==> config.mk <==
export PLATFORM = sky130hd
export DESIGN_NAME = lr3_input_cond
export DESIGN_NICKNAME = d
export VERILOG_FILES = /design/src/rtl/lr3_input_cond.sv
export SDC_FILE = /design/constraint.sdc
export NUM_CORES = 1
export LEC_CHECK = 0
export BUFFER_PORTS_ARGS = -buffer_cell sky130_fd_sc_hd__buf_2
export CAP_MARGIN = 10
export CORE_MARGIN = 2
export CORE_UTILIZATION = 45
export DETAILED_ROUTE_END_ITERATION = 8
export GPL_TIMING_DRIVEN = 0
export HOLD_SLACK_MARGIN = 0.08
export REMOVE_ABC_BUFFERS = 1
export SETUP_SLACK_MARGIN = 0.05
export SYNTH_ARGS = -nofsm -noshare
export SYNTH_HDL_FRONTEND = slang
export SYNTH_SLANG_ARGS = --single-unit
export TNS_END_PERCENT = 20
==> constraint.sdc <==
create_clock -name CLK -period 4.5 [get_ports CLK]
set_input_delay 0.225 -clock CLK [delete_from_list [all_inputs] [get_ports CLK]]
set_output_delay 0.225 -clock CLK [all_outputs]
set_load 0.1 [all_outputs]
==> src/rtl/lr3_input_cond.sv <==
// LR3 front-end conditioner: synchronizes the button and switch bank, debounces
// the button into a one-clock press strobe, and paces the display scan.
module lr3_input_cond #(
    parameter int DEB_LEN  = 50000,
    parameter int DISP_DIV = 1000
) (
    input  logic       CLK,
    input  logic       RST,
    input  logic       BTN,
    input  logic [3:0] SW,
    output logic       BTN_CE,
    output logic [3:0] DAT_O,
    output logic       DISP_CE
);

    localparam int CW = (DEB_LEN > 1) ? $clog2(DEB_LEN) : 1;
    localparam int DW = (DISP_DIV > 1) ? $clog2(DISP_DIV) : 1;
    localparam logic [CW-1:0] C_LAST = CW'(DEB_LEN - 1);
    localparam logic [DW-1:0] D_LAST = DW'(DISP_DIV - 1);

    logic          r_btn_m;
    logic          r_btn_s;
    logic [3:0]    r_sw_m;
    logic [3:0]    r_sw_s;
    logic [3:0]    r_dat;
    logic          r_deb;
    logic          r_deb_d;
    logic [CW-1:0] r_cnt;
    logic          r_btn_ce;
    logic [DW-1:0] r_dcnt;
    logic          r_disp_ce;
    logic          w_mismatch;
    logic          w_cnt_last;
    logic          w_dcnt_last;

    assign w_mismatch  = r_btn_s ^ r_deb;
    assign w_cnt_last  = (r_cnt == C_LAST);
    assign w_dcnt_last = (r_dcnt == D_LAST);

    // Two-flop synchronizers plus the output copy of the switch nibble.
    always_ff @(posedge CLK) begin
        if (RST) begin
            r_btn_m <= 1'b0;
            r_btn_s <= 1'b0;
            r_sw_m  <= 4'h0;
            r_sw_s  <= 4'h0;
            r_dat   <= 4'h0;
        end else begin
            r_btn_m <= BTN;
            r_btn_s <= r_btn_m;
            r_sw_m  <= SW;
            r_sw_s  <= r_sw_m;
            r_dat   <= r_sw_s;
        end
    end

    // Any clock of agreement restarts the qualification window.
    always_ff @(posedge CLK) begin
        if (RST) begin
            r_deb <= 1'b0;
            r_cnt <= '0;
        end else if (!w_mismatch) begin
            r_cnt <= '0;
        end else if (w_cnt_last) begin
            r_deb <= r_btn_s;
            r_cnt <= '0;
        end else begin
            r_cnt <= r_cnt + 1'b1;
        end
    end

    always_ff @(posedge CLK) begin
        if (RST) begin
            r_deb_d  <= 1'b0;
            r_btn_ce <= 1'b0;
        end else begin
            r_deb_d  <= r_deb;
            r_btn_ce <= r_deb & ~r_deb_d;
        end
    end

    always_ff @(posedge CLK) begin
        if (RST) begin
            r_dcnt    <= '0;
            r_disp_ce <= 1'b0;
        end else begin
            r_dcnt    <= w_dcnt_last ? '0 : r_dcnt + 1'b1;
            r_disp_ce <= w_dcnt_last;
        end
    end

    assign BTN_CE  = r_btn_ce;
    assign DAT_O   = r_dat;
    assign DISP_CE = r_disp_ce;

endmodule

==> key figures, run 1 <==
Global routing
  – Global-route wire length before repair: 4.68 mm
  – Via count of the first global-routing pass: 1136
  – Initial antenna violation count: 0
  – Grt total ovfl: 0
  – Total GRT Usage: 0.149
  – Largest net degree at the start of global routing: 20

Yosys
  – Xor/xnor cell area share of the yosys netlist: 0.124
  – Synth Area in Adders: 0.0154
  – Yosys top cell by area: dfxtp_1
  – #FFs+latches synth: 44
  – Synthesized area per cell: 9.65 um2
  – Main combinational cell family by area after synthesis: simple AND/OR/NAND/NOR gates
  – Yosys warns: 0
  – Post-synthesis instance total: 168
  – Post-Syn Area: 1620 um2
  – Synth Area in Compound Gates: 0.00772
  – Sequential cell area fraction in the yosys report: 0.543
  – Share of the synthesized area in the top cell type: 0.543
  – Synth area leaders: dfxtp_1, xnor2_1, nor2_1
  – Mux contribution to synthesized area: 0
  – Simple-gate share of the synthesized area: 0.269
  – Yosys cell types: 25

Run
  – Max capacitance violation total: 0

Timing
  – Final Max Tran Viols: 0
  – RSZ-0062 raised after global routing: false
  – Total Neg Setup Slack: 0 ns
  – Worst rel slew slack: 0.340
  – Setup Skew: 0.0119 ns
  – Slew @ Worst Pin: 0.982 ns
  – Tmin final: 2.05 ns
  – Final Hold Fails: 0
  – Crit share post-route: 0.455
  – Hold slack: 0.233 ns
  – Highest clock rate: 0.488 GHz
  – Setup Viol. Count Final: 0

Outcome
  – Status: complete, no violations

Min path
  – Hold-critical path endpoint: r_dcnt[4]$_SDFF_PP0_
  – Hold path start: RST
  – Hold Crit Depth: 2
  – Hold crit path type: in2reg

Pwr
  – P_sw: 0.000135 W
  – Internal power: 0.000465 W
  – Switching Share: 0.226
  – Combinational share of power: 0.045
  – Pwr Density: 334 nW/um2
  – Leak: 0.619 nW
  – Sequential share of power: 0.666
  – Clock power share: 0.289
  – Max VDD drop: 0.199 mV

Critical path
  – Worst R2R Setup Slack: 2.45 ns
  – Setup crit end kind: register
  – Worst Setup Start Kind: register
  – R2R depth: 5
  – Reg2reg end: r_cnt[6]$_SDFF_PP0_
  – Kind of critical path: reg2reg
  – Critical Path AT: 2.28 ns
  – Crit Path Max Fanout: 16
  – WP data required: 4.73 ns
  – Worst r2r src: r_cnt[0]$_SDFF_PP0_

CTS
  – Setup bufs post-CTS: 0
  – Post-CTS resize count: 0
  – Clk sinks: 44
  – Root Buffer: clkbuf_4
  – H-tree depth: 2
  – Bufs on Longest Clock Path: 2
  – Clk pin slew, worst setup/hold paths: 0.12 ns
  – CTS tree: done
  – Hold Buf Count CTS: 5
  – Worst-Skew Late Latency: 0.34 ns
  – CTS buffer count: 5

Routing
  – Drt wl/cell: 11.2 um
  – DRT Pass-1 Iters: 5
  – Post-route DRC violation count: 0
  – Final wirelength: 2.62 mm
  – Via density: 4.85
  – ANT nets after route: 0
  – Total number of vias: 1134
  – Initial DRC count: 67

Layout
  – Nets: 197
  – Most common library cell in the layout ignoring fill and taps: dfxtp_1
  – Layout cell share with drive strength beyond 1: 0.106
  – Layout area overhead: 11.0%
  – N_diodes: 0
  – Most frequent cells in the layout: dfxtp_1, nor2_1, xnor2_1

Die
  – Die Height: 64.0 um
  – FP Rows: 21
  – Initial core utilization: 0.478
  – Die W: 64.0 um
  – IO Count: 13
  – Core footprint: 3390 um2
  – DIE AREA: 4100 um2

Place
  – DPL Wire Length: 1.87 mm
  – Final Wtd Congestion: 0.837
  – Port-buffer cells: 12
## per-layer routing
layer | GRT usage | wire [um] | vias to the layer above
li1 | - | - | 590
met1 | 0.153 | 1150 | 511
met2 | 0.255 | 1270 | 28
met3 | 0.0651 | 148 | 5
met4 | 0.0761 | 47 | 0
met5 | 0 | 0 | -
## flip-flops by register name (all words and copies together) (netlist names)
signal and count:
DAT_O 4, r_deb_d 1, r_btn_s 1, r_cnt 16
r_sw_m 4, r_btn_m 1, r_deb 1, BTN_CE 1
r_dcnt 10, DISP_CE 1, r_sw_s 4
## critical path: stages, from the launching register on
cell and delay [ns]:
dfxtp_1 0.39, ha_1 0.20, nand3_1 0.28, nor4_2 0.47, or3_1 0.50, nor2_1 0.11
## layout make-up
class | instances | area [um2]
multi-input combinational | 113 | 674
tap | 46 | 57.6
sequential | 44 | 881
clock inverter | 2 | 12.5
clock buffer | 5 | 37.5
fill | 304 | 1590
timing repair buffer | 17 | 110
inverter | 7 | 26.3
## synthesized netlist by cell type
cell / n
nand3b_1: 1
or4_1: 1
nand4bb_1: 1
ha_1: 2
o21ai_0: 1
nor2_1: 32
or3_1: 1
o31ai_1: 1
nand3_1: 8
and2_1: 1
xor2_1: 4
nand4b_1: 1
clkbuf_2: 1
buf_6: 1
buf_12: 1
inv_1: 7
nor3_1: 7
clkbuf_1: 1
nor4_1: 4
nand4_1: 6
xnor2_1: 19
nand2_1: 8
nor4_2: 1
nor2b_1: 14
dfxtp_1: 44
## through the flow
| step | setup WS, ns | cells | total power [W] | util | instance area, um2 |
|---|---|---|---|---|---|
| 3_5_place_dp | 2.44 | 222 | 0.000433 | 0.501 | 1700 |
| 2_1_floorplan | 2.77 | 164 | 0.000425 | - | 1580 |
| 4_1_cts | 2.43 | 234 | 0.000609 | 0.531 | 1800 |
| 3_3_place_gp | 2.48 | 222 | 0.000432 | 0.501 | 1700 |
| 5_1_grt | 2.25 | 234 | 0.000630 | 0.531 | 1800 |
| 6_report | 2.45 | 234 | 0.000600 | 0.531 | 1800 |
## power groups by stage
stage	combinational (W)	sequential, W	clock, W
floorplan	0.00000950	0.000415	0
global placement	0.0000230	0.000409	0
detailed placement	0.0000238	0.000409	0
CTS	0.0000272	0.000400	0.000182
global route	0.0000294	0.000401	0.000199
finish	0.0000269	0.000400	0.000173
## worst max path at each step
stage / slack [ns] / cells after the start / endpoint / from
global route: 2.25 / 5 / r_cnt[12]$_SDFF_PP0_ / r_cnt[0]$_SDFF_PP0_
CTS: 2.43 / 5 / r_cnt[6]$_SDFF_PP0_ / r_cnt[0]$_SDFF_PP0_
floorplan: 2.77 / 4 / r_cnt[10]$_SDFF_PP0_ / r_cnt[11]$_SDFF_PP0_
global placement: 2.48 / 5 / r_cnt[5]$_SDFF_PP0_ / r_cnt[0]$_SDFF_PP0_
detailed placement: 2.44 / 5 / r_cnt[6]$_SDFF_PP0_ / r_cnt[0]$_SDFF_PP0_
finish: 2.45 / 5 / r_cnt[6]$_SDFF_PP0_ / r_cnt[0]$_SDFF_PP0_
## kinds of logic after synthesis
family	Yosys count
flops	44
simple gates	86
xor+xnor	23
fa+ha+maj	2
buf+inv	11
compound gates	2
No activity file was read; power rests on OpenSTA's default activity.
==> run 2, diff against run 1 <==
--- a/config.mk
+++ b/config.mk
@@ -12,6 +12,7 @@
 export DETAILED_ROUTE_END_ITERATION = 8
 export GPL_TIMING_DRIVEN = 0
 export HOLD_SLACK_MARGIN = 0.08
+export PLACE_DENSITY = 0.65
 export REMOVE_ABC_BUFFERS = 1
 export SETUP_SLACK_MARGIN = 0.05
 export SYNTH_ARGS = -nofsm -noshare
==> constraint.sdc (replaced) <==
create_clock -name CLK -period 1.8 [get_ports CLK]
set_input_delay 0.09 -clock CLK [delete_from_list [all_inputs] [get_ports CLK]]
set_output_delay 0.09 -clock CLK [all_outputs]
set_load 0.1 [all_outputs]
==> key figures, run 2 (synthesized netlist as in run 1, its figures left out) <==
Layout
  – Largest register FFs: 16 (unchanged)
  – Fin area: 1880 um2 (+4.5%)
  – Post-route insts no fill: 237 (+1.3%)
  – Register bank with the most flops: r_cnt
  – Core Util, Final: 0.555 (+0.0240)
  – Nets: 199 (+1.0%)
  – Largest regs: r_cnt (16), r_dcnt (10)
  – N_diodes: 0 (unchanged)
  – Layout cell share with drive strength beyond 1: 0.136 (+0.0297)
  – Most frequent cells in the layout: dfxtp_1, nor2_1, xnor2_1
  – Most common library cell in the layout ignoring fill and taps: dfxtp_1
  – Layout area overhead: 16.0%

Place
  – Pre-CTS setup slack: -0.260 ns (-2.70 ns)
  – Port-buffer cells: 12 (unchanged)
  – DPL Wire Length: 1.66 mm (-12%)
  – Placed instance area: 1700 um2 (unchanged)
  – Dpl cells: 222 (unchanged)
  – Final Wtd Congestion: 0.821 (-1.9%)

Routing
  – Final wirelength: 2.57 mm (-1.9%)
  – Total number of vias: 1118 (-1.4%)
  – DRT Pass-1 Iters: 4 (-1)
  – Via density: 4.72 (-2.7%)
  – Initial DRC count: 55 (-18%)
  – Drt wl/cell: 10.9 um (-3.2%)
  – Post-route DRC violation count: 0 (unchanged)
  – ANT nets after route: 0 (unchanged)

Timing
  – Worst rel slew slack: 0.676 (+0.337)
  – Highest clock rate: 0.621 GHz (+27%)
  – Total Neg Setup Slack: 0 ns (unchanged)
  – Setup WS post-layout: 0.189 ns (-2.26 ns)
  – Final Max Tran Viols: 0 (unchanged)
  – Final Hold Fails: 0 (unchanged)
  – Setup Skew: 0.00856 ns (-0.00334 ns)
  – Slew @ Worst Pin: 0.489 ns (-0.493 ns)
  – Setup Viol. Count Final: 0 (unchanged)
  – RSZ-0062 raised after global routing: false
  – Crit share post-route: 0.895 (+0.440)
  – Tmin final: 1.61 ns (-0.438 ns)

Critical path
  – Setup crit end kind: register
  – Cell family with most CP delay: simple AND/OR/NAND/NOR gates
  – Kind of critical path: reg2reg
  – Critical Path Slowest Stage Cell: dfxtp_1
  – Buffers & Inverters on Critical Path: 0 (unchanged)
  – Crit Path Max Fanout: 8 (-8)
  – Critical-path cell list: ha_1, nand3_2, nor4_4, or3_4, nor2_1
  – Worst Setup Start Kind: register
  – Critical Path AT: 1.85 ns (-0.43 ns)
  – Slowest stage delay, CP: 0.39 ns (-0.11 ns)
  – WP data required: 2.04 ns (-2.69 ns)

CTS
  – Worst-Skew Late Latency: 0.34 ns (about the same)
  – Clk sinks: 44 (unchanged)
  – Clk pin slew, worst setup/hold paths: 0.12 ns (about the same)
  – H-tree depth: 2 (unchanged)
  – CTS buffer count: 5 (unchanged)
  – Bufs on Longest Clock Path: 2 (unchanged)
  – Root Buffer: clkbuf_4
  – CTS tree: done

Global routing
  – Total GRT Usage: 0.135 (-0.0145)
  – Grt total ovfl: 0 (unchanged)
  – Global-route wire length before repair: 4.29 mm (-8.3%)
  – Largest net degree at the start of global routing: 20 (unchanged)
  – Initial antenna violation count: 0 (unchanged)
  – Via count of the first global-routing pass: 1042 (-8.3%)

Outcome
  – Status: complete, no violations

Die
  – DIE AREA: 4100 um2 (unchanged)
  – IO Count: 13 (unchanged)
  – Initial core utilization: 0.478 (unchanged)
  – Die W: 64.0 um (unchanged)
  – FP Rows: 21 (unchanged)
  – Core footprint: 3390 um2 (unchanged)
  – Die Height: 64.0 um (unchanged)

Pwr
  – P_sw: 0.000350 W (+160%)
  – Max VDD drop: 0.359 mV (+80%)
  – Clock power share: 0.355 (+0.066)
  – Pwr Density: 883 nW/um2 (+160%)
  – Sequential share of power: 0.602 (-0.064)
  – Switching Share: 0.211 (-0.0149)
  – Combinational share of power: 0.043 (-0.002)
  – Internal power: 0.00131 W (+180%)
  – Leak: 0.644 nW (+4.1%)

Min path
  – Hold crit path type: in2reg

Run
  – Max capacitance violation total: 0 (unchanged)
run 2: power by group through the flow:
stage / combinational (W) / clock, W / sequential (W)
after floorplan: 0.0000238 / 0 / 0.00104
after global placement: 0.0000579 / 0 / 0.00102
after detailed placement: 0.0000594 / 0 / 0.00102
after CTS: 0.0000689 / 0.000616 / 0.00100
after global routing: 0.0000804 / 0.000660 / 0.00100
final: 0.0000714 / 0.000590 / 0.00100
run 2: area by class of cell:
class	count	area, um2
fillers	311	1510
flip-flops and latches	44	881
multi-input cells	114	718
repair buffers	18	118
well taps	46	57.6
clock inverters	3	42.5
clock buffers	5	37.5
inverters	7	26.3
run 2: worst paths after layout:
kind | from | end | slack, ns | cells past startpoint
worst min register to register | r_deb_d$_SDFF_PP0_ | BTN_CE$_SDFF_PP0_ | 0.41 | 1
worst max-delay path | r_cnt[0]$_SDFF_PP0_ | r_cnt[10]$_SDFF_PP0_ | 0.19 | 5
worst max register to register | r_cnt[0]$_SDFF_PP0_ | r_cnt[10]$_SDFF_PP0_ | 0.19 | 5
worst min-delay path | RST | r_dcnt[2]$_SDFF_PP0_ | 0.11 | 2
run 2: layer usage:
metal	vias to the layer above	part of all wire	global-route usage
met1	501	0.45	0.154
met4	0	0.0047	0.0571
met5	-	0	0
li1	596	-	-
met3	2	0.040	0.0423
met2	19	0.50	0.229
run 2: repair_timing:
| action | 4_1_cts | 5_1_grt |
|---|---|---|
| pin swaps | 0 | 2 |
| cloned | 0 | 1 |
| endpoints found under the setup margin | 24 | 21 |
| setup buffers | 0 | 1 |
| hold buffers | 5 | 0 |
| gates resized for setup | 4 | 2 |
| endpoints found under the hold margin | 5 | 0 |
run 2: per-stage QoR:
stage | power [W] | hold WS, ns
3_3_place_gp | 0.00108 | 0.301
4_1_cts | 0.00169 | 0.0843
6_report | 0.00166 | 0.113
3_5_place_dp | 0.00108 | 0.307
5_1_grt | 0.00174 | 0.115
2_1_floorplan | 0.00106 | 0.162
==> run 3, diff against run 2 <==
--- a/config.mk
+++ b/config.mk
@@ -9,6 +9,7 @@
 export CAP_MARGIN = 10
 export CORE_MARGIN = 2
 export CORE_UTILIZATION = 45
+export CTS_BUF_LIST = sky130_fd_sc_hd__clkbuf_8
 export DETAILED_ROUTE_END_ITERATION = 8
 export GPL_TIMING_DRIVEN = 0
 export HOLD_SLACK_MARGIN = 0.08
==> key figures, run 3 (synthesized netlist as in run 1, its figures left out) <==
Critical path
  – Critical-path cell list: ha_1, nand3_2, nor4_4, or3_4, nor2_1
  – Reg2reg end: r_cnt[10]$_SDFF_PP0_
  – Setup crit start: r_cnt[0]$_SDFF_PP0_
  – R2R depth: 5 (unchanged)
  – Buffers & Inverters on Critical Path: 0 (unchanged)
  – Worst r2r src: r_cnt[0]$_SDFF_PP0_
  – Critical Path AT: 1.80 ns (-0.05 ns)
  – Critical Path Slowest Stage Cell: nor4_4
  – Worst Setup Start Kind: register
  – Worst R2R Setup Slack: 0.18 ns (about the same)
  – WP data required: 1.98 ns (-0.06 ns)
  – Slowest stage delay, CP: 0.41 ns (+0.02 ns)
  – Cell family with most CP delay: simple AND/OR/NAND/NOR gates
  – Critical path depth: 5 (unchanged)
  – Kind of critical path: reg2reg
  – Crit Path Max Fanout: 8 (unchanged)
  – End of the critical path: r_cnt[10]$_SDFF_PP0_
  – Setup crit end kind: register

Global routing
  – Total GRT Usage: 0.138 (+0.00374)
  – Grt total ovfl: 0 (unchanged)
  – Global-route wire length before repair: 4.34 mm (+1.1%)
  – Via count of the first global-routing pass: 1043 (+0.096%)
  – Initial antenna violation count: 0 (unchanged)
  – Largest net degree at the start of global routing: 20 (unchanged)

Routing
  – Post-route DRC violation count: 0 (unchanged)
  – Final wirelength: 2.58 mm (+0.39%)
  – DRT Pass-1 Iters: 4 (unchanged)
  – Drt wl/cell: 10.9 um (+0.81%)
  – Total number of vias: 1103 (-1.3%)
  – Initial DRC count: 63 (+15%)
  – ANT nets after route: 0 (unchanged)
  – Via density: 4.67 (-0.92%)

Layout
  – Most frequent cells in the layout: dfxtp_1, nor2_1, xnor2_1
  – Layout area overhead: 17.4%
  – Layout cell share with drive strength beyond 1: 0.132 (-0.00455)
  – N_diodes: 0 (unchanged)
  – Largest regs: r_cnt (16), r_dcnt (10)
  – Fin area: 1900 um2 (+1.3%)
  – Nets: 198 (-0.50%)
  – Largest register FFs: 16 (unchanged)
  – Most common library cell in the layout ignoring fill and taps: dfxtp_1
  – Register bank with the most flops: r_cnt

Die
  – FP Rows: 21 (unchanged)
  – Initial core utilization: 0.478 (unchanged)
  – Die Height: 64.0 um (unchanged)
  – Core footprint: 3390 um2 (unchanged)
  – DIE AREA: 4100 um2 (unchanged)
  – IO Count: 13 (unchanged)
  – Die W: 64.0 um (unchanged)

Timing
  – Highest clock rate: 0.618 GHz (-0.39%)
  – Tmin final: 1.62 ns (+0.00634 ns)
  – Setup Skew: 0.00581 ns (-0.00275 ns)
  – Setup Viol. Count Final: 0 (unchanged)
  – Final Max Tran Viols: 0 (unchanged)
  – Hold slack: 0.167 ns (+0.0540 ns)
  – Final Hold Fails: 0 (unchanged)
  – RSZ-0062 raised after global routing: true
  – Worst rel slew slack: 0.676 (unchanged)
  – Slew @ Worst Pin: 0.489 ns (unchanged)
  – Crit share post-route: 0.899 (+0.00352)

Place
  – DPL Wire Length: 1.66 mm (unchanged)
  – Placed instance area: 1700 um2 (unchanged)
  – Port-buffer cells: 12 (unchanged)
  – Final Wtd Congestion: 0.821 (unchanged)

Min path
  – Hold crit path type: in2reg

CTS
  – Bufs on Longest Clock Path: 2 (unchanged)
  – CTS tree: done
  – CTS buffer count: 5 (unchanged)
  – Setup bufs post-CTS: 0 (unchanged)
  – Clk pin slew, worst setup/hold paths: 0.08 ns (-0.04 ns)
  – Worst-Skew Late Latency: 0.29 ns (-0.05 ns)
  – H-tree depth: 2 (unchanged)
  – Clk sinks: 44 (unchanged)
  – Root Buffer: clkbuf_8

Pwr
  – Max VDD drop: 0.414 mV (+16%)
  – Pwr Density: 945 nW/um2 (+6.9%)
  – Leak: 0.652 nW (+1.2%)

Outcome
  – Status: complete, no violations

Run
  – Max capacitance violation total: 0 (unchanged)
==> run 3: cell types whose count changed in the layout (fill, tap and decap cells not counted) <==
cell	delta
clkbuf_4	-5
clkbuf_8	+5
buf_4	-1
==> run 3: report_power, final <==
group / switching, W / internal, W / total [W]
Clock: 0.000319 / 0.000410 / 0.000729
Combinational: 0.0000424 / 0.0000289 / 0.0000713
Sequential: 0.00000723 / 0.000991 / 0.000999
Total: 0.000368 / 0.00143 / 0.00180
==> run 3: per-layer routing <==
layer	routed length, um	up-vias	share of wire	GRT usage
li1	-	591	-	-
met1	1200	495	0.47	0.153
met5	0	-	0	0
met4	53	0	0.021	0.0815
met2	1260	13	0.49	0.232
met3	66	4	0.026	0.0423
==> run 3: per-stage QoR <==
stage / util / worst slack [ns] / TNS [ns] / cells / total power (W)
floorplan: - / 0.0664 / 0 / 164 / 0.00106
CTS: 0.556 / 0.0571 / 0 / 235 / 0.00182
detailed placement: 0.501 / -0.260 / -4.09 / 222 / 0.00108
global route: 0.562 / 0.0517 / 0 / 236 / 0.00187
finish: 0.562 / 0.182 / 0 / 236 / 0.00180
global placement: 0.501 / -0.211 / -3.25 / 222 / 0.00108
==> run 3: worst min-delay path by stage <==
| stage | start | endpoint | slack, ns | depth (start not counted) |
|---|---|---|---|---|
| 2_1_floorplan | RST | DAT_O[0]$_SDFF_PP0_ | 0.16 | 1 |
| 3_3_place_gp | SW[3] | r_sw_m[3]$_SDFF_PP0_ | 0.30 | 2 |
| 3_5_place_dp | SW[2] | r_sw_m[2]$_SDFF_PP0_ | 0.31 | 2 |
| 4_1_cts | RST | r_dcnt[2]$_SDFF_PP0_ | 0.15 | 2 |
| 5_1_grt | RST | r_sw_m[3]$_SDFF_PP0_ | 0.19 | 2 |
| 6_report | RST | r_dcnt[2]$_SDFF_PP0_ | 0.17 | 2 |
==> run 3: final cells by class <==
type	count	area [um2]
fill	306	1490
sequential	44	881
multi-input combinational	114	718
timing repair buffer	17	110
clock buffer	5	68.8
tap	46	57.6
clock inverter	3	42.5
inverter	7	26.3
==> run 3: repair_timing <==
action	in CTS	in global routing
endpoints found under the hold margin	5	0
setup endpoints to repair	24	19
gates cloned	0	1
pin swaps	0	2
gates resized for setup	4	2
hold buffers	5	0
